<file path="config.mk">
export PLATFORM = sky130hd
export DESIGN_NAME = elm_input_streamer
export DESIGN_NICKNAME = d
export VERILOG_FILES = /design/src/rtl/elm_input_streamer.sv
export SDC_FILE = /design/constraint.sdc
export NUM_CORES = 1
export LEC_CHECK = 0
export CAP_MARGIN = 20
export CELL_PAD_IN_SITES_DETAIL_PLACEMENT = 0
export CELL_PAD_IN_SITES_GLOBAL_PLACEMENT = 2
export CORE_AREA = 2 2 266 268
export CTS_BUF_LIST = sky130_fd_sc_hd__clkbuf_4
export DETAILED_ROUTE_END_ITERATION = 10
export DIE_AREA = 0 0 268 270
export HOLD_SLACK_MARGIN = 0.02
export PLACE_DENSITY = 0.7
export SLEW_MARGIN = 0
export SYNTH_ARGS = -nofsm -noshare
export SYNTH_HDL_FRONTEND = slang
export SYNTH_SLANG_ARGS = --single-unit
export TNS_END_PERCENT = 10
</file>
<file path="constraint.sdc">
create_clock -name clk -period 2.9 [get_ports clk]
set_clock_uncertainty 0.05 [all_clocks]
set_input_delay 0.58 -clock clk [delete_from_list [all_inputs] [get_ports clk]]
set_output_delay 0.58 -clock clk [all_outputs]
set_load 0.01 [all_outputs]
</file>
<file path="src/rtl/elm_input_streamer.sv">
// Purpose : requests DIN_W-bit beats from a source and assembles them into a VEC_W-bit feature vector.
// Latency : vec_valid rises BEATS+1 edges after start is sampled in IDLE; one vector per BEATS+2 cycles.
// Backpr. : vec_out/vec_valid held until vec_ready; no beats are requested while a vector waits.
// Option  : define ELM_INPUT_POPCNT_EN to add the popcnt output (ones count of vec_out).
module elm_input_streamer #(
   parameter  int VEC_W = 256,
   parameter  int DIN_W = 1,
   localparam int BEATS = VEC_W / DIN_W,
   localparam int CNT_W = $clog2(BEATS + 1),
   localparam int PC_W  = $clog2(VEC_W + 1)
) (
   input  logic             clk,
   input  logic             rst,
   input  logic             start,
   input  logic             din_valid,
   input  logic [DIN_W-1:0] din,
   output logic             give_input,
   output logic [VEC_W-1:0] vec_out,
   output logic             vec_valid,
   input  logic             vec_ready,
`ifdef ELM_INPUT_POPCNT_EN
   output logic [PC_W-1:0]  popcnt,
`endif
   output logic             busy
);

   typedef enum logic [1:0] {
      IDLE = 2'd0,
      REQ  = 2'd1,
      FILL = 2'd2,
      HOLD = 2'd3
   } state_t;

   state_t             state;
   state_t             state_nxt;

   logic [CNT_W-1:0]   req_cnt;
   logic [CNT_W-1:0]   smp_cnt;
   logic [VEC_W-1:0]   shreg;

   // Decoded actions for the current cycle
   logic               enter_req;   // (re)start a vector: clear counters and shift register
   logic               req_adv;     // one more request issued this cycle
   logic               load_vec;    // all beats sampled: publish the vector
   logic               release_vec; // consumer took the vector
   logic               smp_en;      // beat on din belongs to the vector being built

   // A beat is captured at the edge closing every cycle in which give_input was high;
   // the count guard keeps smp_cnt from wrapping.
   assign smp_en = give_input && (smp_cnt != CNT_W'(BEATS));

   // State register
   always_ff @(posedge clk or negedge rst) begin
      if (!rst) begin
         state <= IDLE;
      end else begin
         state <= state_nxt;
      end
   end

   // Next-state and action decode; dropping start aborts anything not yet published
   always_comb begin
      state_nxt   = state;
      enter_req   = 1'b0;
      req_adv     = 1'b0;
      load_vec    = 1'b0;
      release_vec = 1'b0;
      case (state)
         IDLE: begin
            if (start && din_valid) begin
               state_nxt = REQ;
               enter_req = 1'b1;
            end
         end
         REQ: begin
            if (!start) begin
               state_nxt = IDLE;
            end else begin
               req_adv = 1'b1;
               // req_cnt counts requests already completed; this cycle carries the last one
               if (req_cnt == CNT_W'(BEATS - 1)) begin
                  state_nxt = FILL;
               end
            end
         end
         FILL: begin
            if (!start) begin
               state_nxt = IDLE;
            end else if (smp_cnt == CNT_W'(BEATS)) begin
               state_nxt = HOLD;
               load_vec  = 1'b1;
            end
         end
         HOLD: begin
            // start is deliberately ignored here: a completed vector is always delivered
            if (vec_valid && vec_ready) begin
               release_vec = 1'b1;
               if (start && din_valid) begin
                  state_nxt = REQ;
                  enter_req = 1'b1;
               end else begin
                  state_nxt = IDLE;
               end
            end
         end
         default: begin
            state_nxt = IDLE;
         end
      endcase
   end

   // Registered control outputs follow the state being entered
   always_ff @(posedge clk or negedge rst) begin
      if (!rst) begin
         give_input <= 1'b0;
         busy       <= 1'b0;
      end else begin
         give_input <= (state_nxt == REQ);
         busy       <= (state_nxt != IDLE);
      end
   end

   // Request counter, saturating at BEATS
   always_ff @(posedge clk or negedge rst) begin
      if (!rst) begin
         req_cnt <= '0;
      end else if (enter_req) begin
         req_cnt <= '0;
      end else if (req_adv && (req_cnt != CNT_W'(BEATS))) begin
         req_cnt <= req_cnt + 1'b1;
      end
   end

   // Deserialiser: first beat ends up in the MSBs after BEATS shifts
   always_ff @(posedge clk or negedge rst) begin
      if (!rst) begin
         shreg   <= '0;
         smp_cnt <= '0;
      end else if (enter_req) begin
         shreg   <= '0;
         smp_cnt <= '0;
      end else if (smp_en) begin
         shreg   <= {shreg[VEC_W-DIN_W-1:0], din};
         smp_cnt <= smp_cnt + 1'b1;
      end
   end

   // Output vector register; vec_out keeps its last value once released
   always_ff @(posedge clk or negedge rst) begin
      if (!rst) begin
         vec_out   <= '0;
         vec_valid <= 1'b0;
      end else if (load_vec) begin
         vec_out   <= shreg;
         vec_valid <= 1'b1;
      end else if (release_vec) begin
         vec_valid <= 1'b0;
      end
   end

`ifdef ELM_INPUT_POPCNT_EN
   logic [PC_W-1:0] beat_ones;
   logic [PC_W-1:0] pop_acc;

   // Ones in the beat currently on din
   always_comb begin
      beat_ones = '0;
      for (int i = 0; i < DIN_W; i++) begin
         beat_ones = beat_ones + PC_W'(din[i]);
      end
   end

   // Running ones count tracks the shift register and is published with vec_out
   always_ff @(posedge clk or negedge rst) begin
      if (!rst) begin
         pop_acc <= '0;
         popcnt  <= '0;
      end else begin
         if (enter_req) begin
            pop_acc <= '0;
         end else if (smp_en) begin
            pop_acc <= pop_acc + beat_ones;
         end
         if (load_vec) begin
            popcnt <= pop_acc;
         end
      end
   end
`endif

endmodule
</file>
==> out/results.tsv <==
metric	value	unit
peakVddDrop	0.4268	mV
slew-limit-headroom	0.4899	
grt_pass1_wl	83460	um
grt_max_degree	107	
ys_seq_area_frac	0.6466	
synth_top_area_cell	dfrtp_1	
dp_slack	0.2016	ns
crit_fanout	5	
ios	265	
end_kind	primary output	
hold_path.class	input pin to register	
critical_path_buf_inv_count	1	
dr.pass1.iters	5	
die-area	72360	um2
cts_buffer_depth	3	
ys.flop_type	dfrtp_1	
ys_types	32	
synth_edf_count	0	
arrival	1.97	ns
synth-async-reset-ratio	1.000	
nets	2161	
met2_usage	0.2208	
start_util	0.2977	
worstMarginPinSlew	0.7652	ns
wl_per_cell	16.08	um
max-cap-violations	0	
cpLargestDelayFamily	buffers and inverters	
post-route-min-period	2.604	ns
fmax	384.0	MHz
rsz0062_at_grt	no	
areaGrowthSynthToFinish	29.02	%
drcViolationCount	0	
dpl.hpwl	32580	um
synth_cells	1780	
grt_overflow	0	
grt_pass1_vias	14820	
ant_nets	0	
gp_congestion	0.7160	
postRouteWirelength	51240	um
cts_tree	yes	
hold_viol	0	
synth.cell_area	20700	um2
setup_violations	0	
core_area	69540	um2
fin_ws	0.2959	ns
postSynthAreaPerCell	11.63	um2
synthTopCellsByCount	dfrtp_1 (535), nand2_1 (521), a21oi_1 (263)	
met1_usage	0.1971	
slowest_delay	0.60	ns
crit_path_start_kind	register	
setup_tns	0	ns
numCtsBuffers	148	
required	2.27	ns
drt_iter0_drc	941	
cts.sink_count	535	
htreeDepth	4	
p_leak	12.29	nW
layout_worst_path_cycle_share	0.8980	
slowest_stage	clkdlybuf4s50_1	
antenna_found_initial	1	
syn_nets	1795	
viasPerCell	4.524	
ys_warn_count	0	
std_cell_rows	97	
holdWs	0.2221	ns
cts.clk_slew.worst_paths	0.05	ns
port_buffers	264	
critPathKind	register to primary output	
synth_top_area_share	0.6466	
dieHeight	270	um
layout-drive-gt1-share	0.2491	
ys_ff_latch	535	
via_count	14410	
synth_area_leaders	dfrtp_1 (65%), mux2_2 (14%), nand2_1 (9.4%)	
power_density	846.3	nW/um2
synth.most_common_cell	dfrtp_1	
cts_resized	0	
slew_viol_final	0	
die_w	268	um
grtUsageMet3	0.03920	
status	finished, final reports clean	
cp_cell_sequence	clkdlybuf4s50_1	
grt_usage	0.1454	
grt-busiest-layer	met2	
clk_latency	0.92	ns
root_buffer	clkbuf_4	
flip-flops by register name (all words and copies together) (netlist names):
register / flops
busy: 1
give_input: 1
req_cnt: 9
shreg: 256
smp_cnt: 9
state: 2
vec_out: 256
vec_valid: 1
what timing repair did:
| item | 4_1_cts | 5_1_grt |
|---|---|---|
| hold buffers | 1 | 0 |
| hold endpoints to repair | 55 | 0 |
| buffers inserted | 0 | 0 |
final timing paths:
kind | startpoint | to | slack [ns] | depth (start not counted)
setup / recovery | give_input | give_input | 0.30 | 1
hold / removal | din | shreg[0] | 0.22 | 3
setup reg to reg | smp_cnt[4] | vec_out[54] | 0.44 | 5
hold reg to reg | vec_out[185] | vec_out[185] | 0.45 | 1
max in group asynchronous | rst | smp_cnt[5] | 1.63 | 4
min in group asynchronous | rst | shreg[205] | 0.27 | 2
through the flow:
stage / util / power [mW] / area, um2 / std cells
after global placement: 0.3576 / 15.99 / 24870 / 2935
final: 0.3841 / 22.61 / 26710 / 3186
after CTS: 0.3840 / 23.08 / 26710 / 3184
after detailed placement: 0.3576 / 16.15 / 24870 / 2935
after floorplan: - / 13.69 / 20700 / 1780
after global routing: 0.3841 / 24.30 / 26710 / 3186
area by class of cell:
cell class / instances / area [um2]
fillers: 6844 / 42830
clock inverters: 31 / 196.4
well taps: 940 / 1176
flip-flops and latches: 535 / 13390
multi-input cells: 1120 / 6751
clock buffers: 217 / 1629
repair buffers: 331 / 3528
inverters: 10 / 37.54
diodes: 2 / 5.005
kinds of logic after synthesis:
logic type / Yosys count / synth area share
and+or+nand+nor: 564 / 0.1062
AOI/OAI and AO/OA: 278 / 0.06865
muxes: 256 / 0.1392
adders and majority gates: 9 / 0.005439
DFF: 535 / 0.6466
buffers and inverters: 125 / 0.02834
xor gates and xnor gates: 13 / 0.005500
metal layers:
metal,wire length (um),up-vias
met2,23630,361
met3,2548,85
met4,1044,0
li1,-,6753
met1,24010,7214
met5,0,-
power by group:
group	internal, mW	switching (mW)
registers	9.41	1.66
logic	2.08	2.77
clock network	3.59	3.11
layout by cell type (no fill, tap or decap), types with 3 or more instances in the layout:
cell type	Yosys	layout
dfrtp_1	535	535
nand2_1	521	521
a21oi_1	263	263
clkdlybuf4s50_1	0	263
mux2_2	256	256
clkbuf_4	0	217
buf_4	21	36
buf_12	0	30
nor2_1	19	19
clkinv_1	0	19
inv_1	10	10
xor2_1	10	10
nand4_1	9	9
ha_1	9	9
o21ai_0	6	6
inv_2	0	4
and3_1	3	3
xnor2_1	3	3
clkinv_4	0	3
No activity file was read; power rests on OpenSTA's default activity.
